[config.mk]
export PLATFORM = sky130hd
export DESIGN_NAME = mod_updown_counter
export DESIGN_NICKNAME = d
export VERILOG_FILES = /design/src/rtl/counter_pkg.sv /design/src/rtl/mod_updown_counter.sv
export SDC_FILE = /design/constraint.sdc
export NUM_CORES = 1
export LEC_CHECK = 0
export CORE_MARGIN = 2
export CORE_UTILIZATION = 54
export DETAILED_ROUTE_END_ITERATION = 16
export GPL_ROUTABILITY_DRIVEN = 0
export GPL_TIMING_DRIVEN = 0
export PLACE_DENSITY_LB_ADDON = 0.08
export SLEW_MARGIN = 15
export SYNTH_ARGS = -nofsm -noshare
export SYNTH_HDL_FRONTEND = slang
export SYNTH_SLANG_ARGS = --single-unit
export TNS_END_PERCENT = 10
[constraint.sdc]
create_clock -name clk -period 6.3 [get_ports clk]
set_clock_uncertainty 0.15 [all_clocks]
set_input_delay 1.26 -clock clk [delete_from_list [all_inputs] [get_ports clk]]
set_output_delay 1.26 -clock clk [all_outputs]
set_load 0.01 [all_outputs]
[src/rtl/counter_pkg.sv]
`default_nettype none
// +----------------------------------------------------------------------+
// | Package : counter_pkg                                                |
// | Brief   : Mode/state enumerations and load clamp helper shared by    |
// |           the up/down counter.                                       |
// | Rev     : 1.0  initial release                                       |
// +----------------------------------------------------------------------+
package counter_pkg;

    typedef enum logic [1:0] {
        MODE_WRAP    = 2'd0,
        MODE_SAT     = 2'd1,
        MODE_ONESHOT = 2'd2
    } mode_t;

    typedef enum logic [0:0] {
        ST_RUN  = 1'b0,
        ST_DONE = 1'b1
    } state_t;

    // Clamp a load value into the legal count range 0..max.
    function automatic longint unsigned clamp_val(input longint unsigned din,
                                                  input longint unsigned max);
        return (din > max) ? max : din;
    endfunction

endpackage : counter_pkg
`default_nettype wire

[src/rtl/mod_updown_counter.sv]
`default_nettype none
// +----------------------------------------------------------------------+
// | Module  : mod_updown_counter                                         |
// | Brief   : Up/down counter with programmable modulus, clamped load,   |
// |           registered terminal-count pulse and WRAP / SAT / ONESHOT   |
// |           behaviour. Optional compare port under COUNTER_MATCH_EN.   |
// | Rev     : 1.0  initial release                                       |
// +----------------------------------------------------------------------+
module mod_updown_counter
    import counter_pkg::*;
#(
    parameter int unsigned      WIDTH   = 8,
    parameter longint unsigned  MAX_VAL = (64'd1 << WIDTH) - 64'd1,
    parameter mode_t            MODE    = MODE_WRAP
) (
    input  logic             clk,
    input  logic             rst,
    input  logic             load,
    input  logic [WIDTH-1:0] din,
    input  logic             inc,
    input  logic             dec,
    output logic [WIDTH-1:0] cnt,
    output logic             tc,
    output logic             done
`ifdef COUNTER_MATCH_EN
    ,
    input  logic [WIDTH-1:0] cmp,
    output logic             match
`endif
);

    // Terminal value at WIDTH+1 bits so the incremented value never overflows the compare.
    localparam logic [WIDTH:0]   c_max_ext = MAX_VAL[WIDTH:0];
    localparam logic [WIDTH-1:0] c_max     = MAX_VAL[WIDTH-1:0];
    localparam logic [WIDTH-1:0] c_zero    = '0;

    // Parameter legality check at elaboration.
    generate
        if (WIDTH < 2) begin : g_chk_width
            $error("mod_updown_counter: WIDTH must be >= 2");
        end
        if (MAX_VAL > ((64'd1 << WIDTH) - 64'd1)) begin : g_chk_max
            $error("mod_updown_counter: MAX_VAL exceeds 2**WIDTH-1");
        end
    endgenerate

    logic [WIDTH-1:0] r_cnt;
    logic             r_tc;
    state_t           r_state;

    logic [WIDTH-1:0] w_cnt_nxt;
    logic             w_tc_nxt;
    state_t           w_state_nxt;
    logic             w_up;
    logic             w_dn;
    logic [WIDTH:0]   w_sum;
    logic [WIDTH-1:0] w_load_val;

    assign w_up       = inc & ~dec;
    assign w_dn       = dec & ~inc;
    assign w_sum      = {1'b0, r_cnt} + {{WIDTH{1'b0}}, 1'b1};
    assign w_load_val = WIDTH'(clamp_val(64'(din), MAX_VAL));

    // Register the count, terminal pulse and one-shot state.
    always_ff @(posedge clk) begin
        if (rst) begin
            r_cnt   <= '0;
            r_tc    <= 1'b0;
            r_state <= ST_RUN;
        end else begin
            r_cnt   <= w_cnt_nxt;
            r_tc    <= w_tc_nxt;
            r_state <= w_state_nxt;
        end
    end

    // Next count / pulse / state: load wins over stepping; a DONE one-shot ignores steps.
    always_comb begin
        w_cnt_nxt   = r_cnt;
        w_tc_nxt    = 1'b0;
        w_state_nxt = r_state;
        if (load) begin
            w_cnt_nxt   = w_load_val;
            w_state_nxt = ST_RUN;
        end else if (r_state == ST_RUN) begin
            if (w_up) begin
                if (w_sum > c_max_ext) begin
                    // Stepping up from the terminal value.
                    if (MODE == MODE_WRAP) begin
                        w_cnt_nxt = c_zero;
                        w_tc_nxt  = 1'b1;
                    end
                end else begin
                    w_cnt_nxt = w_sum[WIDTH-1:0];
                    if ((w_sum == c_max_ext) && (MODE != MODE_WRAP)) begin
                        w_tc_nxt = 1'b1;
                        if (MODE == MODE_ONESHOT) begin
                            w_state_nxt = ST_DONE;
                        end
                    end
                end
            end else if (w_dn) begin
                if (r_cnt == c_zero) begin
                    // Stepping down from zero.
                    if (MODE == MODE_WRAP) begin
                        w_cnt_nxt = c_max;
                        w_tc_nxt  = 1'b1;
                    end
                end else begin
                    w_cnt_nxt = r_cnt - 1'b1;
                    if ((r_cnt == {{(WIDTH-1){1'b0}}, 1'b1}) && (MODE != MODE_WRAP)) begin
                        w_tc_nxt = 1'b1;
                        if (MODE == MODE_ONESHOT) begin
                            w_state_nxt = ST_DONE;
                        end
                    end
                end
            end
        end
    end

    assign cnt  = r_cnt;
    assign tc   = r_tc;
    assign done = (MODE == MODE_ONESHOT) && (r_state == ST_DONE);

`ifdef COUNTER_MATCH_EN
    assign match = (r_cnt == cmp);
`endif

endmodule : mod_updown_counter
`default_nettype wire

==> results.tsv <==
metric	value	unit
H-tree depth	1	
Pleak	0.489	nW
setup tns final	0	ns
first-pass GRT wire length	5.28	mm
# rows	16	
CTS clk-pin slew, worst paths	0.08	ns
global router's overall resource usage	0.283	
clock sinks	9	
Ports	23	
Starting Density	0.565	
status	finished clean	
Cells after DPL	183	
CP Max Fanout	10	
layout cells sized above 1	0.169	
Setup violations, final	0	
cts bufs inserted	3	
FFs w/ async S/R, synth	0	
P&R area growth vs syn	24.0	%
synth warn	0	
Net Count, Synth	153	
post-layout util	0.701	
initial antenna violation count	0	
die width	48.8	um
post-DP HPWL	2.32	mm
vias per cell	6.55	
final non-filler cell total	187	
Vias	1224	
largest net degree at the start of global routing	11	
CP Capture Type	flop	
Worst-Skew Late Latency	0.28	ns
crit path launch type	primary input	
Longest Clk Path Bufs	2	
slew margin rel.	0.429	
Final period util	0.511	
Post-DRT Antenna Nets	0	
synthesized cell area	1090	um^2
routed wire length	3.16	mm
Ant. Diodes	0	
Iteration-0 DRC Markers	30	
Cell Pwr Density	165	nW/um^2
Arr. time, crit path	3.27	ns
hold_ws	0.495	ns
PortBufs	20	
GRT overflow	0	
Post-route DRC	0	
Setup CP Type	in2reg	
fmax	310	MHz
sequential element share of the synthesized area	0.166	
Final Hold Viols	0	
Seq cells post-synth	9	
RSZ-0062 raised after global routing	no	
Worst Path Required	6.35	ns
Resize count post-CTS	0	
TritonRoute pass-1 iters	4	
fin nets	178	
Worst-Margin Slew	0.850	ns
maxcap violations	0	
postcts setup bufs	0	
Avg Inst Size Synth	7.99	um^2
Routed wire per std cell	16.9	um
Syn Inst Count	136	
clock root buffer	clkbuf_4	
core area	1920	um^2
Post-synth EDFFs	0	
vias in the first global route	1203	
Tightest Hold Check Type	reg2reg	
Peak VDD IR	0.0000910	V
min Tclk post-route	3.22	ns
hold_buf cts	0	
DIE HEIGHT	48.8	um
total power	0.222	mW
Die Area	2390	um^2
max-slew violation count	0	
Cell variety after synth	59	
TritonCTS clock tree	done	
Synth Flop Type	dfxtp_1	
[cell usage after synthesis (2+ instances only)]
cell	instances	area, um^2
o22ai_1	4	25.0
clkbuf_8	4	55.1
nand2b_1	3	18.8
o21ai_0	4	20.0
a21oi_1	10	50.1
a211oi_1	3	22.5
a311oi_1	2	17.5
nor3_1	5	25.0
buf_6	2	22.5
or3b_2	2	17.5
ha_1	4	50.1
a22o_1	2	17.5
nand4_1	2	12.5
xnor2_1	2	17.5
a31oi_1	2	12.5
o21bai_1	2	15.0
o221ai_1	2	17.5
dfxtp_1	9	180
clkbuf_1	3	11.3
o211ai_1	2	15.0
nor2b_1	3	18.8
nor2_1	11	41.3
inv_1	7	26.3
nand2_1	8	30.0
nand3_1	4	20.0
[cells by family after synthesis]
logic type | share of synthesized area
buf+inv | 0.118
other cells | 0.00345
compound gates | 0.346
simple gates | 0.305
flops | 0.166
xor+xnor | 0.0161
fa+ha+maj | 0.0461
[metal layers]
layer | vias to the layer above | GRT usage | wire [um]
met5 | - | 0 | 0
met2 | 64 | 0.461 | 1460
met3 | 18 | 0.0460 | 239
met1 | 575 | 0.343 | 1360
li1 | 567 | - | -
met4 | 0 | 0.190 | 112
[cells in the final DEF (no fill, tap or decap), drive strengths merged, types with 6 or more instances in the layout]
master	instances
dfxtp	9
inv	7
nand2	8
clkbuf	11
nor3	6
clkdlybuf4s50	20
a21oi	10
nor2	11
[registers in the layout, summed over array words and instances (netlist names)]
register and count:
cnt 8, tc 1
[through the flow]
| stage | cell area [um^2] | worst slack (ns) |
|---|---|---|
| finish | 1350 | 3.08 |
| global route | 1350 | 2.96 |
| CTS | 1350 | 3.13 |
| detailed placement | 1320 | 2.86 |
| global placement | 1320 | 2.82 |
| floorplan | 1090 | 3.63 |
[area by class of cell]
cell class | instances | area [um^2]
Tap cell | 27 | 33.8
Sequential cell | 9 | 180
Multi-Input combinational cell | 109 | 778
Fill cell | 170 | 576
Timing Repair Buffer | 20 | 200
Inverter | 7 | 26.3
Buffer | 11 | 101
Clock buffer | 4 | 26.3
[worst max-delay path, stage by stage]
cell and delay (ns):
clkdlybuf4s50_1 0.58, nor2b_1 0.41, clkbuf_1 0.37, a21oi_1 0.08
a221oi_1 0.25, o221ai_1 0.18, o22ai_1 0.15
[final timing paths]
check	from	to	slack, ns	depth (start not counted)
worst max-delay path	inc	cnt[4]$_SDFFE_PP0P_	3.08	7
worst min-delay path	cnt[7]$_SDFFE_PP0P_	cnt[7]$_SDFFE_PP0P_	0.50	2
worst max register to register	cnt[0]$_SDFFE_PP0P_	cnt[2]$_SDFFE_PP0P_	3.36	8
worst min register to register	cnt[7]$_SDFFE_PP0P_	cnt[7]$_SDFFE_PP0P_	0.50	2
[report_power, final]
part	internal, mW	switching, mW	leakage (nW)
logic	0.0503	0.0530	0.400
registers	0.0619	0.00595	0.0742
clock network	0.0246	0.0266	0.0150
total	0.137	0.0855	0.489
No activity file was read; power rests on OpenSTA's default activity.
